`config.mk`:
```
export PLATFORM = sky130hd
export DESIGN_NAME = pcm_to_i2s_flat
export DESIGN_NICKNAME = d
export VERILOG_FILES = /design/src/rtl/pcm_to_i2s_pkg.sv /design/src/rtl/pcm_to_i2s_if.sv /design/src/rtl/pcm_to_i2s_ws_gen.sv /design/src/rtl/pcm_to_i2s.sv /design/src/flat_wrapper.sv
export SDC_FILE = /design/constraint.sdc
export NUM_CORES = 1
export LEC_CHECK = 0
export CAP_MARGIN = 0
export CORE_UTILIZATION = 30
export CTS_BUF_LIST = sky130_fd_sc_hd__clkbuf_4
export DETAILED_ROUTE_END_ITERATION = 6
export DONT_BUFFER_PORTS = 1
export PLACE_DENSITY = 0.5
export RECOVER_POWER = 25
export SETUP_SLACK_MARGIN = 0.3
export SYNTH_ARGS = -nofsm -noshare
export SYNTH_HDL_FRONTEND = slang
export SYNTH_SLANG_ARGS = --single-unit
```
`constraint.sdc`:
```
create_clock -name clk -period 2.4 [get_ports clk]
set_clock_uncertainty 0.1 [all_clocks]
set_input_delay 0.48 -clock clk [delete_from_list [all_inputs] [get_ports clk]]
set_output_delay 0.48 -clock clk [all_outputs]
set_load 0.03 [all_outputs]
```
`src/rtl/pcm_to_i2s_pkg.sv`:
```
// rtl/pcm_to_i2s_pkg.sv - shared parameters, types and helpers for the I2S transmitter
//
// Purpose : default sample/slot geometry shared with the i2s_to_pcm receiver,
//           the channel encoding carried on ws, and the slot counter width helper.
// Ports   : none (package)

package pcm_to_i2s_pkg;

    // Bits per PCM sample and clk cycles per ws half-period.
    localparam int DEFAULT_NUMBER_OF_BITS = 8;
    localparam int DEFAULT_SLOT_BITS      = 32;

    // ws encoding: left channel is sent while ws is low.
    typedef enum logic {
        CH_LEFT  = 1'b0,
        CH_RIGHT = 1'b1
    } channel_e;

    // Width of a counter that runs 0..slot_bits-1 (at least one bit).
    function automatic int slot_cnt_width(input int slot_bits);
        return (slot_bits > 1) ? $clog2(slot_bits) : 1;
    endfunction

endpackage

```
`src/rtl/pcm_to_i2s_if.sv`:
```
// rtl/pcm_to_i2s_if.sv - PCM sample handshake between a producer and the I2S transmitter
//
// Purpose : one stereo sample per valid/ready transfer.
// Signals : pcm_valid  producer has a sample on pcm_left/pcm_right
//           pcm_ready  transmitter can take the sample this cycle
//           pcm_left   left sample (sent while ws=0)
//           pcm_right  right sample (sent while ws=1)
// Modports: master = producer, slave = transmitter

interface pcm_to_i2s_if
    import pcm_to_i2s_pkg::*;
#(
    parameter int NUMBER_OF_BITS = DEFAULT_NUMBER_OF_BITS
);
    logic                      pcm_valid;
    logic                      pcm_ready;
    logic [NUMBER_OF_BITS-1:0] pcm_left;
    logic [NUMBER_OF_BITS-1:0] pcm_right;

    modport master (
        output pcm_valid,
        output pcm_left,
        output pcm_right,
        input  pcm_ready
    );

    modport slave (
        input  pcm_valid,
        input  pcm_left,
        input  pcm_right,
        output pcm_ready
    );
endinterface

```
`src/rtl/pcm_to_i2s_ws_gen.sv`:
```
// rtl/pcm_to_i2s_ws_gen.sv - word-select generator: slot counter, ws and frame boundary strobe
//
// Purpose : counts SLOT_BITS clk cycles per channel slot and toggles ws on each wrap.
//           Shared with the receiver side so tx and rx agree on ws timing.
// Ports   : clk       bit clock
//           reset     synchronous, active-high; restarts a full left slot
//           slot_cnt  position inside the current slot, 0..SLOT_BITS-1
//           ws        registered word select, 0=left, 1=right
//           boundary  high during the last cycle of the right slot (end of frame)

module pcm_to_i2s_ws_gen
    import pcm_to_i2s_pkg::*;
#(
    parameter int SLOT_BITS = DEFAULT_SLOT_BITS,
    parameter int CNT_W     = slot_cnt_width(SLOT_BITS)
) (
    input  logic             clk,
    input  logic             reset,
    output logic [CNT_W-1:0] slot_cnt,
    output logic             ws,
    output logic             boundary
);

    localparam logic [CNT_W-1:0] SLOT_LAST = CNT_W'(SLOT_BITS - 1);

    logic slot_wrap;

    assign slot_wrap = (slot_cnt == SLOT_LAST);
    assign boundary  = slot_wrap && ws;

    always_ff @(posedge clk) begin
        if (reset) begin
            slot_cnt <= '0;
            ws       <= 1'b0;
        end else if (slot_wrap) begin
            slot_cnt <= '0;
            ws       <= ~ws;
        end else begin
            slot_cnt <= slot_cnt + CNT_W'(1);
        end
    end

endmodule

```
`src/rtl/pcm_to_i2s.sv`:
```
// rtl/pcm_to_i2s.sv - I2S transmitter: parallel stereo PCM in, ws/sd out
//
// Purpose : one-entry holding register decouples the producer from frame timing;
//           at each frame boundary the held sample moves into the shift registers
//           and is sent MSB first, one clk after each ws edge.
// Ports   : clk          bit clock
//           reset        synchronous, active-high
//           pcm          sample handshake (slave side)
//           ws           registered word select, 0=left, 1=right
//           sd           registered serial data
//           frame_start  1-cycle pulse in the first cycle of the left slot
//           underrun     pulses with frame_start when the frame carries no sample

module pcm_to_i2s
    import pcm_to_i2s_pkg::*;
#(
    parameter int NUMBER_OF_BITS = DEFAULT_NUMBER_OF_BITS,
    parameter int SLOT_BITS      = DEFAULT_SLOT_BITS
) (
    input  logic          clk,
    input  logic          reset,
    pcm_to_i2s_if.slave   pcm,
    output logic          ws,
    output logic          sd,
    output logic          frame_start,
    output logic          underrun
);

    localparam int CNT_W = slot_cnt_width(SLOT_BITS);
    localparam logic [CNT_W-1:0] DATA_SLOTS = CNT_W'(NUMBER_OF_BITS);

    logic [CNT_W-1:0]          slot_cnt;
    logic                      boundary;
    logic                      accept;
    logic                      bit_slot;
    channel_e                  active_ch;

    logic                      hold_full;
    logic [NUMBER_OF_BITS-1:0] hold_l;
    logic [NUMBER_OF_BITS-1:0] hold_r;
    logic [NUMBER_OF_BITS-1:0] shift_l;
    logic [NUMBER_OF_BITS-1:0] shift_r;

    pcm_to_i2s_ws_gen #(
        .SLOT_BITS (SLOT_BITS),
        .CNT_W     (CNT_W)
    ) u_ws_gen (
        .clk      (clk),
        .reset    (reset),
        .slot_cnt (slot_cnt),
        .ws       (ws),
        .boundary (boundary)
    );

    // At the boundary the holding register is emptied on the same edge, so an
    // empty holding register there lets a new sample bypass straight to the shifters.
    assign pcm.pcm_ready = !reset && !hold_full;
    assign accept        = pcm.pcm_valid && pcm.pcm_ready;

    assign active_ch = channel_e'(ws);

    // sd is registered, so a data bit is launched one cycle ahead: slot_cnt
    // 0..NUMBER_OF_BITS-1 now puts bits on the wire at 1..NUMBER_OF_BITS.
    // SLOT_BITS > NUMBER_OF_BITS keeps this window clear of the slot wrap,
    // so ws is the same in the launch cycle and the display cycle.
    assign bit_slot = (slot_cnt < DATA_SLOTS);

    always_ff @(posedge clk) begin
        if (reset) begin
            hold_full   <= 1'b0;
            hold_l      <= '0;
            hold_r      <= '0;
            shift_l     <= '0;
            shift_r     <= '0;
            sd          <= 1'b0;
            frame_start <= 1'b0;
            underrun    <= 1'b0;
        end else begin
            frame_start <= boundary;
            underrun    <= 1'b0;

            if (boundary) begin
                hold_full <= 1'b0;
                sd        <= 1'b0;
                if (hold_full) begin
                    shift_l <= hold_l;
                    shift_r <= hold_r;
                end else if (accept) begin
                    shift_l <= pcm.pcm_left;
                    shift_r <= pcm.pcm_right;
                end else begin
                    shift_l  <= '0;
                    shift_r  <= '0;
                    underrun <= 1'b1;
                end
            end else begin
                if (accept) begin
                    hold_full <= 1'b1;
                    hold_l    <= pcm.pcm_left;
                    hold_r    <= pcm.pcm_right;
                end

                if (bit_slot) begin
                    if (active_ch == CH_LEFT) begin
                        sd      <= shift_l[NUMBER_OF_BITS-1];
                        shift_l <= shift_l << 1;
                    end else begin
                        sd      <= shift_r[NUMBER_OF_BITS-1];
                        shift_r <= shift_r << 1;
                    end
                end else begin
                    sd <= 1'b0;
                end
            end
        end
    end

endmodule

```
`src/flat_wrapper.sv`:
```
// flat-port wrapper written by rule: the top's interface ports become plain ports
module pcm_to_i2s_flat import pcm_to_i2s_pkg::*;
#(
    parameter int NUMBER_OF_BITS = DEFAULT_NUMBER_OF_BITS,
    parameter int SLOT_BITS      = DEFAULT_SLOT_BITS
)
  (clk, reset, ws, sd, frame_start, underrun, pcm_pcm_valid, pcm_pcm_left, pcm_pcm_right, pcm_pcm_ready);
  pcm_to_i2s_if #(.NUMBER_OF_BITS(NUMBER_OF_BITS)) pcm_i ();
  input  logic clk;
  input  logic reset;
  output logic ws;
  output logic sd;
  output logic frame_start;
  output logic underrun;
  input wire logic [$bits(pcm_i.pcm_valid)-1:0] pcm_pcm_valid;
  input wire logic [$bits(pcm_i.pcm_left)-1:0] pcm_pcm_left;
  input wire logic [$bits(pcm_i.pcm_right)-1:0] pcm_pcm_right;
  output wire logic [$bits(pcm_i.pcm_ready)-1:0] pcm_pcm_ready;
  assign pcm_i.pcm_valid = pcm_pcm_valid;
  assign pcm_i.pcm_left = pcm_pcm_left;
  assign pcm_i.pcm_right = pcm_pcm_right;
  assign pcm_pcm_ready = pcm_i.pcm_ready;
  pcm_to_i2s #(.NUMBER_OF_BITS(NUMBER_OF_BITS), .SLOT_BITS(SLOT_BITS)) u_core (.clk(clk), .reset(reset), .pcm(pcm_i), .ws(ws), .sd(sd), .frame_start(frame_start), .underrun(underrun));
endmodule
```
* After elaboration in Yosys (flattened, before gate mapping)
Cells that the tools add are included.
Word-level totals: latch bits 0, bits of input ports 19, bits in registers 42, memories kept 0, memory bits (read-only) 0, output and inout bits 5, bits in writable memories 0
Cells by class: $add $sub $neg 1, magnitude comparators 1, shifts and indexed selects 0, bitwise operators 3, reduce and logical (&&, ||, !) cells 14, equality and inequality tests 2, div/mod/pow operators 0, multiplexer cells 12, multipliers 0
Operators with widths (count):
- $mux 8 | 10
- $reduce_and 2->1 | 3
- $reduce_or 3->1 | 2
- $add 5x1->5 const B | 1
- $eq 5x5->1 const B | 1
- $lt 5x4->1 const B | 1
- $reduce_bool 2->1 | 2
- $reduce_or 2->1 | 2
- $logic_and 1x1->1 | 3
- $not 1->1 | 3
- $logic_not 1->1 | 2
- $mux 1 | 2
- $ne 2x1->1 const B | 1

* Depth between registers and ports, before layout
Gate-level depths: netlist (run 1).
depth in word-level cells 6, gate-level depth with buffers 10, mapped depth without buffers 7

* By module
From an unflattened synthesis (run 1), not the netlist that was laid out.
Second synthesis, totals: cells, all modules 214, area, all modules 1936.9 sq um
Modules (own cells, without submodules):
- pcm_to_i2s | area each 1691.6 sq um, cells an instance 192, times used 1
- pcm_to_i2s_ws_gen | area each 245.2 sq um, cells an instance 22, times used 1

* Worst setup path after synthesis (run 1)
No wires, ideal clock.
kind reg-to-reg, start reg u_core.u_ws_gen.slot_cnt[0], end reg u_core.shift_r[1], slack 440 ps, path buffers 2, stages on the path, launching flop included 10, library setup time 70 ps, period minus slack after synthesis 1960 ps, arrival time 1789 ps, cell sequence dfxtp_1 -> ha_1 -> and3_1 -> ha_1 -> buf_2 -> nand2_1 -> buf_2 -> a221oi_1 -> or3_1 -> a21oi_1
On the way: longest elaborated chain between the ends 4
Ends and longest elaborated chain:
- start, declared | line pcm_to_i2s_ws_gen.sv:19 | output logic [CNT_W-1:0] slot_cnt,
- start signal, assigned | line pcm_to_i2s_ws_gen.sv:39 | slot_cnt <= slot_cnt + CNT_W'(1);
- branches (longest 4 deep; another with $lt 5x4->1)
- end signal, assigned | line pcm_to_i2s.sv:87 | shift_r <= hold_r;
- end signal, assigned | line pcm_to_i2s.sv:90 | shift_r <= pcm.pcm_right;
- end signal, assigned | line pcm_to_i2s.sv:109 | shift_r <= shift_r << 1;
- end, declared | line pcm_to_i2s.sv:42 | logic [NUMBER_OF_BITS-1:0] shift_r;
Several ways; the timed one is not identified. A chain may end at the register's enable or synchronous reset.

* Worst setup path after layout (run 1)
start reg u_core.u_ws_gen.ws, end reg u_core.shift_r[3]
On the way: longest elaborated chain between the ends 3
Ends and longest elaborated chain:
- start, declared | line pcm_to_i2s_ws_gen.sv:20 | output logic ws,
- start signal, assigned | line pcm_to_i2s_ws_gen.sv:37 | ws <= ~ws;
- $logic_and 1x1->1 | line pcm_to_i2s_ws_gen.sv:29 | assign boundary = slot_wrap && ws;
- $reduce_bool 2->1 (no source line)
- $reduce_and 2->1 (no source line)
Several ways; a longest one is shown, not always the timed one.

==> results.md, run 1 <==
Synth:
- Sequential elements use 47.0% of the synthesized area.
- The number of synthesis warnings is 0.
- The gate count of the mapped netlist is 213.
- After synthesis the netlist holds a flip-flop and latch count of 42.
- By area the synthesized netlist is led by dfxtp_1 (47%), a21oi_1 (9.5%), nand2_1 (9.4%), a221oi_1 (5.9%), nor2_1 (3.6%).
- The synthesized area divided by synthesized cell count is 8.41 µm².
- The share of the synthesized area in the top cell type is 47.0%.
- The cell area that synthesis handed to floorplanning was 1790 µm².
- The library cell with the largest summed area after synthesis is dfxtp_1.
- The number of unique standard cell types used by synthesis is 32.
- When the netlist entered floorplanning its net count stood at 234.

Drt:
- The count of nets left with antenna violations once routing finished came out at 0.
- Detailed routing inserted a total of 1,463 vias.
- The average routed wire per standard cell is 14.5 µm.
- After the first detailed-routing iteration, the DRC count stood at 84.
- The number of design rule violations left after detail routing is 0.
- After detailed routing, the number of vias per cell comes to 5.15.
- The first detailed-routing pass ran for 4 iterations.
- The total wire length is 4110 µm.

Final layout:
- The layout-stage area growth over the synthesis result is 6.43%.
- The post-layout net count is 232.
- The count of filler cells inserted in the layout is 617.
- The library cells used most frequently in the layout, excluding fill and tap cells, are nand2_1 (44), dfxtp_1 (42), a21oi_1 (34).
- The antenna diode count is 0.
- The layout cell share with drive strength beyond 1 is 8.96%.
- The number of standard cells in the final layout excluding fillers is 284.
- The library cell used most frequently in the layout, excluding fill and tap cells, is nand2_1.
- The final core area utilization is 33.8%.

Clock network:
- The number of clock buffers inserted by TritonCTS is 5.
- The later-pin clock latency in the skew report is 340 ps.
- The clock root buffer master is clkbuf_4.
- The maximum number of buffers from clock root to sink is 2.
- The clock input transition at the sequential cells of the worst setup and hold paths is 120 ps.
- The clock tree synthesis step divided the H-tree into 2 levels.
- CTS saw 42 sinks.
- Post-CTS timing repair inserted 0 buffers for setup.
- TritonCTS built the clock tree.

Setup path:
- The worst reg-to-reg path cell count is 4.
- The startpoint type of the worst setup path is a flop.
- The critical path class is flop to flop.
- The required time of the critical path is 2580 ps.
- In this run the critical register-to-register path is captured at u_core.shift_r[3]$_SDFFE_PP0P_.
- In this run the worst setup path terminates at u_core.shift_r[3]$_SDFFE_PP0P_.
- The worst register-to-register path begins at u_core.u_ws_gen.ws$_SDFFE_PP0N_.
- The worst setup path is captured at a flop.
- The launch point of the critical path is u_core.u_ws_gen.ws$_SDFFE_PP0N_.
- The largest fanout of any net on the critical path is 12.
- The worst register-to-register path has a setup slack of 360 ps.
- The data arrival time at the worst-slack endpoint is 2220 ps.

Die:
- The horizontal die dimension is 79.3 µm.
- The floorplan step defined a die boundary enclosing 6280 µm².
- The core region is 5640 µm².
- The number of primary I/O pins is 24.
- The number of placement rows is 27.
- The initial utilization of the core area, before any placement, comes to 31.7%.
- The die is 79.3 µm tall.

Timing:
- The final hold violation count came to 0.
- The fmax is 490 MHz.
- After routing, the total negative slack on setup checks comes to 0 ps.
- Measured against its own limit, the worst slew margin works out to 53.3%.
- Dividing the final minimum period by the clock period gives 85.0%.
- The max-slew violation count came to 0.
- After layout, the minimum clock period comes to 2040 ps.
- After layout, the worst setup slack is 360 ps.
- Setup repair after global routing could not meet its margin everywhere.
- The pin slew with the least headroom to its limit is 700 ps.
- The post-route worst hold slack is 85.8 ps.
- The count of final setup violators is 0.

Placement:
- At the end of routability-driven placement, the weighted congestion stood at 0.740.
- During placement, the flow inserted port buffers numbering 0.
- Detailed placement finished with a half-perimeter wire length of 2750 µm.
- The cell total after placement is 276.
- Prior to clock tree synthesis, the placed netlist has a worst setup slack of 366 ps.

Global routing:
- Entering global routing, the biggest net connects 47 pins.
- Global routing used 14.1% of the available tracks across all layers.
- The initial antenna violation count is 0.
- The overflow left after global routing is 0.
- The number of global-route vias before repair is 1,440.
- The first global-routing pass estimated 6950 µm of wire.

Pwr:
- For this design the static power due to leakage is 0.677 nW.
- VDD sags by at most 0.000258 V.
- For this design the ratio of total power to cell area is 590 nW/µm².

Worst hold path:
- The worst hold path begins at reset.
- The class of the worst hold path is input port to flop.

Status:
- The flow ran to the end, and the final reports show no timing, DRC or antenna violations.

Job:
- The max capacitance violation total is 0.
==> cells by family after synthesis <==
family | count (synthesis) | share of synthesized area [%]
adder cells (fa/ha/maj) | 2 | 1.40
AO/OA/AOI/OAI | 55 | 20.0
AND/OR/NAND/NOR | 90 | 23.5
multiplexers | 3 | 1.68
XOR/XNOR | 2 | 0.979
buffers and inverters | 19 | 5.52
flip-flops | 42 | 47.0
==> synth_stat cells <==
library cell	n
nand2_1	45
dfxtp_1	42
a21oi_1	34
nor2_1	17
a221oi_1	12
or3_1	8
buf_2	7
clkbuf_1	7
nor4_1	6
a2111oi_0	3
mux2i_1	3
nand3_1	3
nor3_1	3
a221oi_2	2
buf_6	2
ha_1	2
nor3b_1	2
a211oi_1	1
a2bb2oi_1	1
and2_1	1
and3_1	1
buf_1	1
buf_4	1
inv_1	1
nand2b_1	1
nand3b_1	1
nor3b_4	1
nor4bb_1	1
o21ai_0	1
o21ai_1	1
xnor2_1	1
xor2_1	1
==> metal layers <==
| layer | global-route usage [%] | share of wire, % |
|---|---|---|
| met5 | 0 | 0 |
| met1 | 19.5 | 52 |
| met2 | 21.6 | 44 |
| met4 | 6.00 | 1.4 |
| met3 | 2.30 | 2.8 |
==> sequential cells by signal, summed over array words and instances (netlist names) <==
signal	flops
u_core.hold_l	8
u_core.hold_r	8
u_core.u_ws_gen.slot_cnt	5
u_core.sd	1
u_core.frame_start	1
u_core.u_ws_gen.ws	1
u_core.hold_full	1
u_core.shift_r	8
u_core.shift_l	8
u_core.underrun	1
==> repair_timing <==
action / 4_1_cts / 5_1_grt
endpoints found under the hold margin: 0 / 0
hold buffers: 0 / 0
endpoints found under the setup margin: 0 / 18
gates resized for setup: 0 / 1
==> stage by stage <==
stage	total power, mW	area, µm²
2_1_floorplan	0.798	1790
3_3_place_gp	0.797	1850
6_report	1.12	1910
4_1_cts	1.14	1910
5_1_grt	1.18	1910
3_5_place_dp	0.797	1850
==> power breakdown <==
group,switching [mW],internal [mW]
registers,0.0102,0.714
clock network,0.221,0.122
logic,0.0349,0.0219
total,0.267,0.858
==> how the worst min path moves through the flow <==
stage	to	slack, ps	cells after the start
6_report	u_core.hold_l[3]$_SDFFE_PP0P_	90	1
5_1_grt	u_core.hold_l[0]$_SDFFE_PP0P_	50	1
3_5_place_dp	u_core.u_ws_gen.slot_cnt[0]$_SDFF_PP0_	340	1
3_3_place_gp	u_core.u_ws_gen.slot_cnt[0]$_SDFF_PP0_	330	1
2_1_floorplan	u_core.u_ws_gen.slot_cnt[0]$_SDFF_PP0_	320	1
4_1_cts	u_core.hold_l[4]$_SDFFE_PP0P_	70	1
==> worst max-delay path, cell delays in order, from the launching register on <==
cell	delay, ps
dfxtp_1	370
clkbuf_1	550
inv_1	380
or3_1	460
a21oi_1	120
==> cell type report <==
type	count	area, µm²	area share, %
clock buffers	6	45.0	2.36
clock inverters	2	8.76	0.460
inverters	1	3.75	0.197
multi-input cells	152	853	44.8
flip-flops and latches	42	841	44.1
well taps	72	90.1	4.73
repair buffers	9	63.8	3.35
(Power assumes the default switching activity.)
==> inputs of run 2 (changes only) <==
Settings changed: SLEW_MARGIN set to 20.
==> results of run 2 <==
Same layout as run 1: the final DEF is identical, and so are final timing and power.
==> inputs of run 3 (changes only) <==
Settings changed: CTS_BUF_LIST sky130_fd_sc_hd__clkbuf_4 to unset, REMOVE_ABC_BUFFERS set to 1.
==> run 3 against run 2 <==
Effect of this change:
- die area stayed put
- routed wire length is 1.6% lower
- sequential cell count stayed put
- critical endpoint is now u_core.shift_r[2]$_SDFFE_PP0P_
- global-route usage is 0.56 points higher
==> results.md, run 3 (synthesized netlist as in run 1, its figures left out) <==
Status:
- The flow ran to the end, and the final reports show no timing, DRC or antenna violations.

Clock network:
- The TritonCTS clock tree is built.
- The number of post-CTS setup repair buffers is 0 (unchanged).
- The number of clock buffers inserted by TritonCTS is 5 (unchanged).
- The TritonCTS sink count is 42 (unchanged).
- The number of levels in the clock H-tree is 2 (unchanged).
- The clock root buffer master is clkbuf_8.
- The later-pin clock latency in the skew report was 290 ps (-50 ps).
- The clock input transition at the sequential cells of the worst setup and hold paths is 80 ps (-40 ps).
- The maximum number of buffers from clock root to sink is 2 (unchanged).

Drt:
- The total wire length is 4050 µm (-1.6%).
- The average routed wire per standard cell is 14.2 µm (-1.9%).
- The count of vias placed by the detailed router is 1,486 (+1.6%).
- The via count normalized by instance count came to 5.21 (+1.2%).
- The number of design rule violations left after detail routing is 0 (unchanged).
- The DRC violation total after the first TritonRoute iteration is 123 (+46%).
- The first-pass detailed-route iteration total is 5 (+1).
- The number of nets with antenna violations after routing was 0 (unchanged).

Setup path:
- The buffer and inverter count on the worst path is 1 (-1).
- STA classifies the critical path startpoint as a flop.
- The worst reg2reg path startpoint is u_core.u_ws_gen.slot_cnt[0]$_SDFF_PP0_.
- The library cell appearing most often on the critical path is ha_1.
- The data arrival time at the worst-slack endpoint is 2140 ps (-80 ps).
- The worst setup path is captured at a flop.
- The highest cell delay on the worst timing path is 360 ps (-190 ps).
- The required time of the critical path was 2530 ps (-50 ps).
- The slowest stage cell on the critical path is or3_1.
- The worst register-to-register path ends at u_core.shift_r[2]$_SDFFE_PP0P_.
- The flop-to-flop setup slack was 380 ps (+30 ps).
- The critical path class is flop to flop.
- The worst reg-to-reg path cell count is 8 (+4).
- Among cell families on the critical path, the largest total delay comes from simple AND/OR/NAND/NOR gates.
- Walking the worst path, the cells encountered are ha_1 -> and3_1 -> ha_1 -> nand2_2 -> buf_4 -> a221oi_1 -> or3_1 -> a21oi_1.
- The largest fanout of any net on the critical path was 8 (-4).

Final layout:
- The number of standard cells in the final layout excluding fillers is 285 (+0.35%).
- The count of filler cells inserted in the layout was 592 (-4.1%).
- The footprint of the multi-input gates was 862 µm² (+1.0%).
- The antenna diode count came to 0 (unchanged).
- The layout-stage area growth over the synthesis result is 10.1%.
- The total area of sequential cells is 841 µm² (unchanged).
- The layout cell share with drive strength beyond 1 was 10.8% (+1.8 points).
- The final cell area excluding filler cells was 1970 µm² (+3.5%).
- The post-layout net count came to 233 (+0.43%).
- In the layout the commonest cells are nand2_1 (43), dfxtp_1 (42), a21oi_1 (34).
- The most common cell after layout, fill and taps aside is nand2_1.

Placement:
- The HPWL after detailed placement is 2690 µm (-2.0%).
- The post-detailed-placement cell area came to 1870 µm² (+1.1%).
- The number of buffer cells added on primary ports came to 0 (unchanged).
- The cell total after placement came to 277 (+0.36%).
- The global placer's final weighted congestion is 0.742 (+0.26%).

Global routing:
- The maximum number of pins on one net before global-route repair is 47 (unchanged).
- The number of global-route vias before repair was 1,465 (+1.7%).
- The overflow left after global routing came to 0 (unchanged).
- The global-route wire length before repair came to 7220 µm (+3.9%).
- The initial antenna violation count is 0 (unchanged).
- The all-layer global routing usage is 14.7% (+0.56 points).

Timing:
- The total negative slack is 0 ps (unchanged).
- The max-slew violation count is 0 (unchanged).
- The count of final setup violators is 0 (unchanged).
- The fmax came to 496 MHz (+1.2%).
- The time the final worst path needs with I/O delays and setup is 2020 ps (-25.0 ps).
- Setup repair after global routing could not meet its margin everywhere.
- The fraction of the cycle the final worst path needs is 84.0% (-1.0 points).
- The relative max-transition margin is 63.1% (+9.7 points).
- The pin slew with the least headroom to its limit is 552 ps (-148 ps).
- The final hold violation count is 0 (unchanged).

Worst hold path:
- For hold timing, the worst endpoint is u_core.hold_r[5]$_SDFFE_PP0P_.
- In this run the most critical hold path is launched from reset.
- The depth of the worst hold-timing path was 1 (unchanged).
- The class of the worst hold path is input port to flop.

Pwr:
- The power density normalized to cell area is 640 nW/µm² (+8.5%).
- The overall power after layout came to 1.26 mW (+12%).
- The cell leakage power came to 0.703 nW (+3.9%).
- The worst voltage drop across the vdd grid is 0.000387 V (+50%).

Die:
- The area enclosed by the die boundary is 6280 µm² (unchanged).
- The number of placement rows is 27 (unchanged).
- The horizontal die dimension is 79.3 µm (unchanged).
- The area of the core region is 5640 µm² (unchanged).
- The initial core utilization came to 31.7% (unchanged).
- The die height is 79.3 µm (unchanged).
- The number of primary I/O pins is 24 (unchanged).

Job:
- The max capacitance violation total is 0 (unchanged).
run 3: cell count changes in the layout (fill, tap and decap cells not counted), sizes merged:
cell / delta
clkinv: -1
clkbuf: +1
buf: +1
run 3: what timing repair did:
item | in CTS | in global routing
hold buffers | 0 | 0
endpoints found under the setup margin | 21 | 26
resized for setup | 1 | 4
run 3: layout make-up:
class	count	share of cell area [%]
Clock inverter	1	0.254
Tap cell	72	4.57
Multi-Input combinational cell	152	43.7
Inverter	1	0.190
Timing Repair Buffer	10	4.25
Sequential cell	42	42.6
Clock buffer	7	4.38
run 3: how the worst max path moves through the flow:
stage / depth (start not counted) / endpoint / start
4_1_cts: 7 / u_core.shift_r[3]$_SDFFE_PP0P_ / u_core.u_ws_gen.slot_cnt[0]$_SDFF_PP0_
3_3_place_gp: 7 / u_core.hold_r[1]$_SDFFE_PP0P_ / u_core.u_ws_gen.slot_cnt[0]$_SDFF_PP0_
6_report: 8 / u_core.shift_r[2]$_SDFFE_PP0P_ / u_core.u_ws_gen.slot_cnt[0]$_SDFF_PP0_
3_5_place_dp: 8 / u_core.shift_r[1]$_SDFFE_PP0P_ / u_core.u_ws_gen.slot_cnt[0]$_SDFF_PP0_
5_1_grt: 8 / u_core.shift_r[3]$_SDFFE_PP0P_ / u_core.u_ws_gen.slot_cnt[0]$_SDFF_PP0_
2_1_floorplan: 7 / u_core.hold_l[0]$_SDFFE_PP0P_ / u_core.u_ws_gen.slot_cnt[0]$_SDFF_PP0_
run 3: per-stage QoR:
stage	setup WS, ps	hold slack (ps)	utilization (%)
finish	385	157	35.0
global route	214	129	35.0
CTS	315	144	34.9
detailed placement	293	333	33.2
global placement	305	327	33.2
floorplan	118	316	-
run 3: layer usage:
metal / wire length (µm) / track usage, % / vias up / part of all wire (%)
met5: 0 / 0 / - / 0
met1: 2020 / 20.3 / 691 / 50
li1: - / - / 756 / -
met4: 46 / 4.91 / 0 / 1.1
met2: 1780 / 21.6 / 35 / 44
met3: 200 / 4.37 / 4 / 4.9
run 3: worst register-to-register path, delay by kind of cell, from the launching register on:
kind                       cells  cell delay [ps]
adders and majority gates      2              410
AOI/OAI and AO/OA              2              170
and+or+nand+nor                3              730
buffers and inverters          1              200
DFF                            1              330
run 3: report_power, final:
part	leakage [nW]	internal [mW]	switching, mW
registers	0.341	0.713	0.0122
clock network	0.0482	0.232	0.244
logic	0.314	0.0254	0.0347
total	0.703	0.971	0.291
